## config.mk

```make
export PLATFORM = sky130hd
export DESIGN_NAME = fetch_unit
export DESIGN_NICKNAME = d
export VERILOG_FILES = /design/src/rtl/riscv_pkg.sv /design/src/rtl/fetch_queue.sv /design/src/rtl/fetch_unit.sv
export SDC_FILE = /design/constraint.sdc
export NUM_CORES = 1
export LEC_CHECK = 0
export CAP_MARGIN = 15
export CORE_ASPECT_RATIO = 0.7
export CORE_MARGIN = 4
export CORE_UTILIZATION = 52
export CTS_CLUSTER_DIAMETER = 200
export DETAILED_ROUTE_END_ITERATION = 12
export GPL_TIMING_DRIVEN = 0
export PLACE_DENSITY_LB_ADDON = 0.08
export SLEW_MARGIN = 0
export SYNTH_ARGS = -nofsm -noshare
export SYNTH_HDL_FRONTEND = slang
export SYNTH_SLANG_ARGS = --single-unit
```

## constraint.sdc

```tcl
create_clock -name clk_i -period 4.5 [get_ports clk_i]
set_input_delay 0.675 -clock clk_i [delete_from_list [all_inputs] [get_ports clk_i]]
set_output_delay 0.675 -clock clk_i [all_outputs]
set_load 0.01 [all_outputs]
```

## src/rtl/riscv_pkg.sv

```systemverilog
// Shared fetch-stage types for the 16-bit core.
// Purely declarative: no logic, no latency, no flow control.
package riscv_pkg;

  localparam int ILEN = 16;

  typedef logic [15:0] pc_t;

  typedef struct packed {
    pc_t             pc;
    logic [ILEN-1:0] instr;
  } fetch_entry_t;

  typedef enum logic {
    RUN   = 1'b0,
    DRAIN = 1'b1
  } fetch_state_t;

endpackage

```

## src/rtl/fetch_queue.sv

```systemverilog
// Flushable synchronous FIFO of fetch entries; a push is visible at the head one cycle later.
// Push when full and pop when empty are ignored; flush wins over both.
module fetch_queue
  import riscv_pkg::*;
#(
  parameter int DEPTH = 2
) (
  input  logic                   clk_i,
  input  logic                   rst_i,
  input  logic                   push_i,
  input  fetch_entry_t           push_data_i,
  input  logic                   pop_i,
  input  logic                   flush_i,
  output fetch_entry_t           head_o,
  output logic [$clog2(DEPTH):0] count_o,
  output logic                   full_o,
  output logic                   empty_o
);

  localparam int AW = $clog2(DEPTH);

  fetch_entry_t  mem_q [DEPTH];
  fetch_entry_t  mem_d [DEPTH];
  logic [AW-1:0] rd_ptr_q, rd_ptr_d;
  logic [AW-1:0] wr_ptr_q, wr_ptr_d;
  logic [AW:0]   count_q, count_d;
  logic          do_push, do_pop;

  assign full_o  = (count_q == (AW+1)'(DEPTH));
  assign empty_o = (count_q == '0);
  assign count_o = count_q;
  assign head_o  = mem_q[rd_ptr_q];
  assign do_push = push_i && !full_o;
  assign do_pop  = pop_i && !empty_o;

  always_comb begin
    mem_d    = mem_q;
    rd_ptr_d = rd_ptr_q;
    wr_ptr_d = wr_ptr_q;
    count_d  = count_q;
    if (flush_i) begin
      rd_ptr_d = '0;
      wr_ptr_d = '0;
      count_d  = '0;
    end else begin
      if (do_push) begin
        mem_d[wr_ptr_q] = push_data_i;
        wr_ptr_d        = wr_ptr_q + AW'(1);
      end
      if (do_pop) begin
        rd_ptr_d = rd_ptr_q + AW'(1);
      end
      count_d = count_q + (AW+1)'(do_push) - (AW+1)'(do_pop);
    end
  end

  always_ff @(posedge clk_i or posedge rst_i) begin
    if (rst_i) begin
      rd_ptr_q <= '0;
      wr_ptr_q <= '0;
      count_q  <= '0;
    end else begin
      rd_ptr_q <= rd_ptr_d;
      wr_ptr_q <= wr_ptr_d;
      count_q  <= count_d;
    end
  end

  // Storage needs no reset: the pointers alone define what is valid.
  always_ff @(posedge clk_i) begin
    mem_q <= mem_d;
  end

endmodule

```

## src/rtl/fetch_unit.sv

```systemverilog
// Fetch stage: PC register, credit-limited in-order requests, response queue to decode (1 cycle rsp->decode).
// Requests stall while outstanding + queued reaches QUEUE_DEPTH; decode backpressure holds the head.
module fetch_unit
  import riscv_pkg::*;
#(
  parameter logic [15:0] RESET_PC    = 16'h0000,
  parameter int          QUEUE_DEPTH = 2
) (
  input  logic        clk_i,
  input  logic        rst_i,
  output logic        imem_req_valid_o,
  input  logic        imem_req_ready_i,
  output logic [15:0] imem_req_addr_o,
  input  logic        imem_rsp_valid_i,
  input  logic [15:0] imem_rsp_data_i,
  input  logic        redirect_i,
  input  logic [15:0] redirect_pc_i,
  output logic        instr_valid_o,
  input  logic        instr_ready_i,
  output logic [15:0] instr_o,
  output logic [15:0] pc_o
);

  localparam int  CW       = $clog2(QUEUE_DEPTH) + 1;
  localparam pc_t START_PC = RESET_PC & 16'hFFFE;

  pc_t          fetch_pc_q, fetch_pc_d;
  logic [CW-1:0] outstanding_q, outstanding_d;
  logic [CW-1:0] drop_cnt_q, drop_cnt_d;
  fetch_state_t state_q, state_d;

  logic [CW-1:0] iq_count, tq_count;
  logic          iq_full, iq_empty, tq_full, tq_empty;
  fetch_entry_t  iq_head, tq_head, iq_push_data, tq_push_data;
  logic [CW:0]   in_use;
  logic          req_hs, rsp_hs, accept_rsp, pop_hs;

  // Credit depends on registered state only, so redirect never reaches the request valid.
  assign in_use           = {1'b0, outstanding_q} + {1'b0, iq_count};
  assign imem_req_valid_o = (in_use < (CW+1)'(QUEUE_DEPTH)) && !rst_i;
  assign imem_req_addr_o  = fetch_pc_q;

  assign req_hs     = imem_req_valid_o && imem_req_ready_i;
  assign rsp_hs     = imem_rsp_valid_i;
  assign accept_rsp = rsp_hs && !redirect_i && (state_q == RUN);
  assign pop_hs     = instr_valid_o && instr_ready_i && !redirect_i;

  assign tq_push_data = '{pc: fetch_pc_q, instr: '0};
  assign iq_push_data = '{pc: tq_head.pc, instr: imem_rsp_data_i};

  assign instr_valid_o = !iq_empty;
  assign instr_o       = instr_valid_o ? iq_head.instr : '0;
  assign pc_o          = instr_valid_o ? iq_head.pc : '0;

  fetch_queue #(.DEPTH(QUEUE_DEPTH)) u_tag_fifo (
    .clk_i       (clk_i),
    .rst_i       (rst_i),
    .push_i      (req_hs),
    .push_data_i (tq_push_data),
    .pop_i       (accept_rsp),
    .flush_i     (redirect_i),
    .head_o      (tq_head),
    .count_o     (tq_count),
    .full_o      (tq_full),
    .empty_o     (tq_empty)
  );

  fetch_queue #(.DEPTH(QUEUE_DEPTH)) u_instr_queue (
    .clk_i       (clk_i),
    .rst_i       (rst_i),
    .push_i      (accept_rsp),
    .push_data_i (iq_push_data),
    .pop_i       (pop_hs),
    .flush_i     (redirect_i),
    .head_o      (iq_head),
    .count_o     (iq_count),
    .full_o      (iq_full),
    .empty_o     (iq_empty)
  );

  // outstanding_d already folds in this cycle's request and response, which is exactly the drop count.
  always_comb begin
    fetch_pc_d    = fetch_pc_q;
    outstanding_d = outstanding_q + CW'(req_hs) - CW'(rsp_hs);
    drop_cnt_d    = drop_cnt_q;
    state_d       = state_q;
    if (redirect_i) begin
      fetch_pc_d = redirect_pc_i & 16'hFFFE;
      drop_cnt_d = outstanding_d;
      state_d    = (outstanding_d != '0) ? DRAIN : RUN;
    end else begin
      if (req_hs) begin
        fetch_pc_d = fetch_pc_q + 16'd2;
      end
      if ((state_q == DRAIN) && rsp_hs) begin
        drop_cnt_d = drop_cnt_q - CW'(1);
        if (drop_cnt_q == CW'(1)) begin
          state_d = RUN;
        end
      end
    end
  end

  always_ff @(posedge clk_i or posedge rst_i) begin
    if (rst_i) begin
      fetch_pc_q    <= START_PC;
      outstanding_q <= '0;
      drop_cnt_q    <= '0;
      state_q       <= RUN;
    end else begin
      fetch_pc_q    <= fetch_pc_d;
      outstanding_q <= outstanding_d;
      drop_cnt_q    <= drop_cnt_d;
      state_q       <= state_d;
    end
  end

  assert property (@(posedge clk_i) disable iff (rst_i) !(imem_rsp_valid_i && iq_full));
  assert property (@(posedge clk_i) disable iff (rst_i) !(req_hs && tq_full));
  assert property (@(posedge clk_i) disable iff (rst_i) !(accept_rsp && tq_empty));
  assert property (@(posedge clk_i) disable iff (rst_i) tq_count <= outstanding_q);
  assert property (@(posedge clk_i) disable iff (rst_i) tq_empty || (tq_head.instr == '0));

endmodule
```

==> flow_summary.json <==
{
  "min_path_type": "register to register",
  "crit_path_max_fanout": 10,
  "highest_cell_delay_on_the_worst_timing_path_ns": 0.64,
  "outcome": "finished, final reports clean",
  "rsz_0062_raised_after_global_routing": "no",
  "max-clock-path-buffers": 2,
  "path_class": "register to output port",
  "worstPathCellList": "clkbuf_1, buf_1, mux2i_1, nor2_1, clkdlybuf4s50_1",
  "drt-initial-drc-count": 248,
  "post-route-cell-area_sq_mm": 0.00662,
  "grt_overflow_total": 0,
  "layout.cells.most_common": "sky130_fd_sc_hd__edfxtp_1",
  "remaining_drc_errors": 0,
  "synth_enable_flop_cells": 92,
  "final_layout_size_suffix_gt1_frac": 0.108,
  "cts-resized-gates": 0,
  "core_sq_mm": 0.00922,
  "port_bufs": 84,
  "transition_at_the_pin_with_the_smallest_max_transition_slack_ns": 0.914,
  "crit-reg2reg-launch": "u_instr_queue.count_o[0]",
  "tritoncts": "done",
  "cts_hold_repair_buffers": 0,
  "insertion_delay_ns": 0.40,
  "power.total_mw": 3.26,
  "drt_wl_total_um": 10400,
  "cts_root_buffer": "sky130_fd_sc_hd__clkbuf_16",
  "avgViaCountPerCell": 5.34,
  "diodes": 0,
  "first_global_vias": 3389,
  "number_of_cells_produced_by_synthesis": 352,
  "clock_skew_ns": 0.00742,
  "area_of_the_die_sq_mm": 0.0113,
  "cell_pwr_density_mw_per_mm2": 493,
  "report.final.slew_viol_count": 0,
  "synth_seq_area_share": 0.694,
  "synth.yosys.warnings": 0,
  "grt_antenna_before_repair": 0,
  "initial_utilization": 0.542,
  "slew-limit-headroom": 0.390,
  "max_freq_mhz": 310,
  "cts_buffers": 17,
  "timing.critical_path.to_type": "output port",
  "ir_worst_vdd_uv": 298,
  "route.antenna.remaining_nets": 0,
  "synth_seq_cells": 120,
  "final_hold_viol_count": 0,
  "drt_first_pass_iters": 5,
  "final.hold.worst_slack_ns": 0.562,
  "num_rows": 29,
  "setup.worst_path.start_class": "register",
  "postCtsSetupRepairBufs": 0,
  "critical_path.startpoint": "u_instr_queue.rd_ptr_q",
  "synth_area_sq_mm": 0.00499,
  "place.gp.congestion": 0.771,
  "timing.hold.worst.start": "imem_req_addr_o[15]",
  "drv_cap": 0,
  "nNetsFinal": 507,
  "cp_slowest_cell": "sky130_fd_sc_hd__buf_1",
  "wire_per_inst_um": 17.5,
  "timing.final.crit_period_ns": 3.23,
  "dieHeight_um": 90.0,
  "grt_usage": 0.199,
  "clkSlewWorstSetupHoldPaths_ns": 0.05,
  "crit_arrival_ns": 2.55,
  "post-route-period-util": 0.717,
  "route.vias.total": 3181,
  "final_cells": 596,
  "floorplan.die.width_um": 125,
  "layout.cells.most_common_list": "92 x sky130_fd_sc_hd__edfxtp_1, 84 x sky130_fd_sc_hd__clkdlybuf4s50_1, 44 x sky130_fd_sc_hd__nor2_1",
  "io_pins": 88,
  "synth_cell_type_count": 35,
  "async_flop_share": 0.233,
  "dp.final_hpwl_um": 7040,
  "htree_num_levels": 4,
  "area_growth_syn_to_layout_pct": 32.6,
  "placedCellCount": 564,
  "static-leakage-power_nw": 2.35,
  "synth.avg_cell_area_sq_um": 14.2,
  "maximum_number_of_pins_on_one_net_before_global_route_repair": 32,
  "place_area_sq_mm": 0.00605,
  "finish_stage_setup_viols": 0,
  "synth_ff_type": "sky130_fd_sc_hd__edfxtp_1",
  "tritoncts_num_sinks": 120,
  "grt_first_pass_wirelength_um": 17300,
  "timing.critical_path.required_ns": 3.83
}
## per-stage QoR
stage           util  worst slack [ns]  TNS [ns]
4_1_cts        0.715              1.25         0
5_1_grt        0.718              1.11         0
3_5_place_dp   0.656              1.08         0
6_report       0.718              1.27         0
3_3_place_gp   0.650            -0.116     -3.53
2_1_floorplan      -              1.13         0
## registers in the layout, summed over array words and instances (netlist names)
register	cells
outstanding_q	2
state_q	1
u_tag_fifo.mem_q	30
u_tag_fifo.wr_ptr_q	1
u_instr_queue.count_o	2
u_instr_queue.mem_q	62
drop_cnt_q	2
imem_req_addr_o	15
u_instr_queue.wr_ptr_q	1
u_tag_fifo.count_o	2
u_tag_fifo.rd_ptr_q	1
u_instr_queue.rd_ptr_q	1
## metal layers
| layer | global-route usage | vias to the layer above | wire length, um |
|---|---|---|---|
| met1 | 0.258 | 1575 | 4620 |
| met2 | 0.320 | 116 | 5110 |
| met3 | 0.0658 | 8 | 611 |
| li1 | - | 1482 | - |
| met5 | 0 | - | 0 |
| met4 | 0.0605 | 0 | 78 |
## final timing paths
check	endpoint	slack, ns	cells after the start
max	instr_o[6]	1.27	5
min	u_tag_fifo.mem_q[31]	0.56	0
max reg2reg	imem_req_addr_o[15]	1.30	8
min reg2reg	u_tag_fifo.mem_q[31]	0.56	0
max in group asynchronous	imem_req_addr_o[2]	3.49	3
min in group asynchronous	drop_cnt_q[1]	0.61	2
## power breakdown
group          internal, mW  switching (mW)
clock network         0.800           0.443
logic                 0.316           0.333
registers              1.31          0.0656
total                  2.42           0.842
## kinds of logic (layout without fill, tap and decap cells)
family                     Yosys count  in the layout  share of synthesized area
DFF                                120            120                      0.694
adders and majority gates            9              9                     0.0241
other                                1              2                   0.000751
and+or+nand+nor                     97             97                     0.0915
buffers and inverters               32            151                     0.0258
muxes                               48             48                      0.100
xor gates and xnor gates            19             19                     0.0333
AOI/OAI and AO/OA                   26             26                     0.0311
## cell type report
type                            instances  area [sq um]
Multi-Input combinational cell        201          1420
Clock inverter                         11           108
Tap cell                              124           155
Buffer                                 17          72.6
Fill cell                             665          2600
Timing Repair Buffer                   88           906
Sequential cell                       120          3460
Clock buffer                           20           437
Inverter                               15          56.3
## critical path: cells and delay by family, from the launching register on
| family | cells | cell delay (ns) |
|---|---|---|
| and+or+nand+nor | 1 | 0.16 |
| DFF | 1 | 0.32 |
| buffers and inverters | 3 | 1.46 |
| muxes | 1 | 0.21 |
## synth_stat cells (all sizes together) (3+ instances only)
| cell | n | share of area |
|---|---|---|
| edfxtp | 92 | 0.55 |
| ha | 8 | 0.020 |
| nor3 | 5 | 0.0050 |
| buf | 6 | 0.0063 |
| dfrtp | 28 | 0.14 |
| mux2 | 15 | 0.034 |
| xnor2 | 13 | 0.023 |
| nand2 | 21 | 0.016 |
| nand3 | 5 | 0.0050 |
| o21ai | 15 | 0.015 |
| nor2b | 4 | 0.0050 |
| nor2 | 44 | 0.033 |
| nand4 | 3 | 0.0038 |
| o31a | 4 | 0.0070 |
| or4 | 4 | 0.0060 |
| clkbuf | 11 | 0.0083 |
| inv | 15 | 0.011 |
| xor2 | 6 | 0.011 |
| mux2i | 33 | 0.066 |
(Power assumes the default switching activity.)
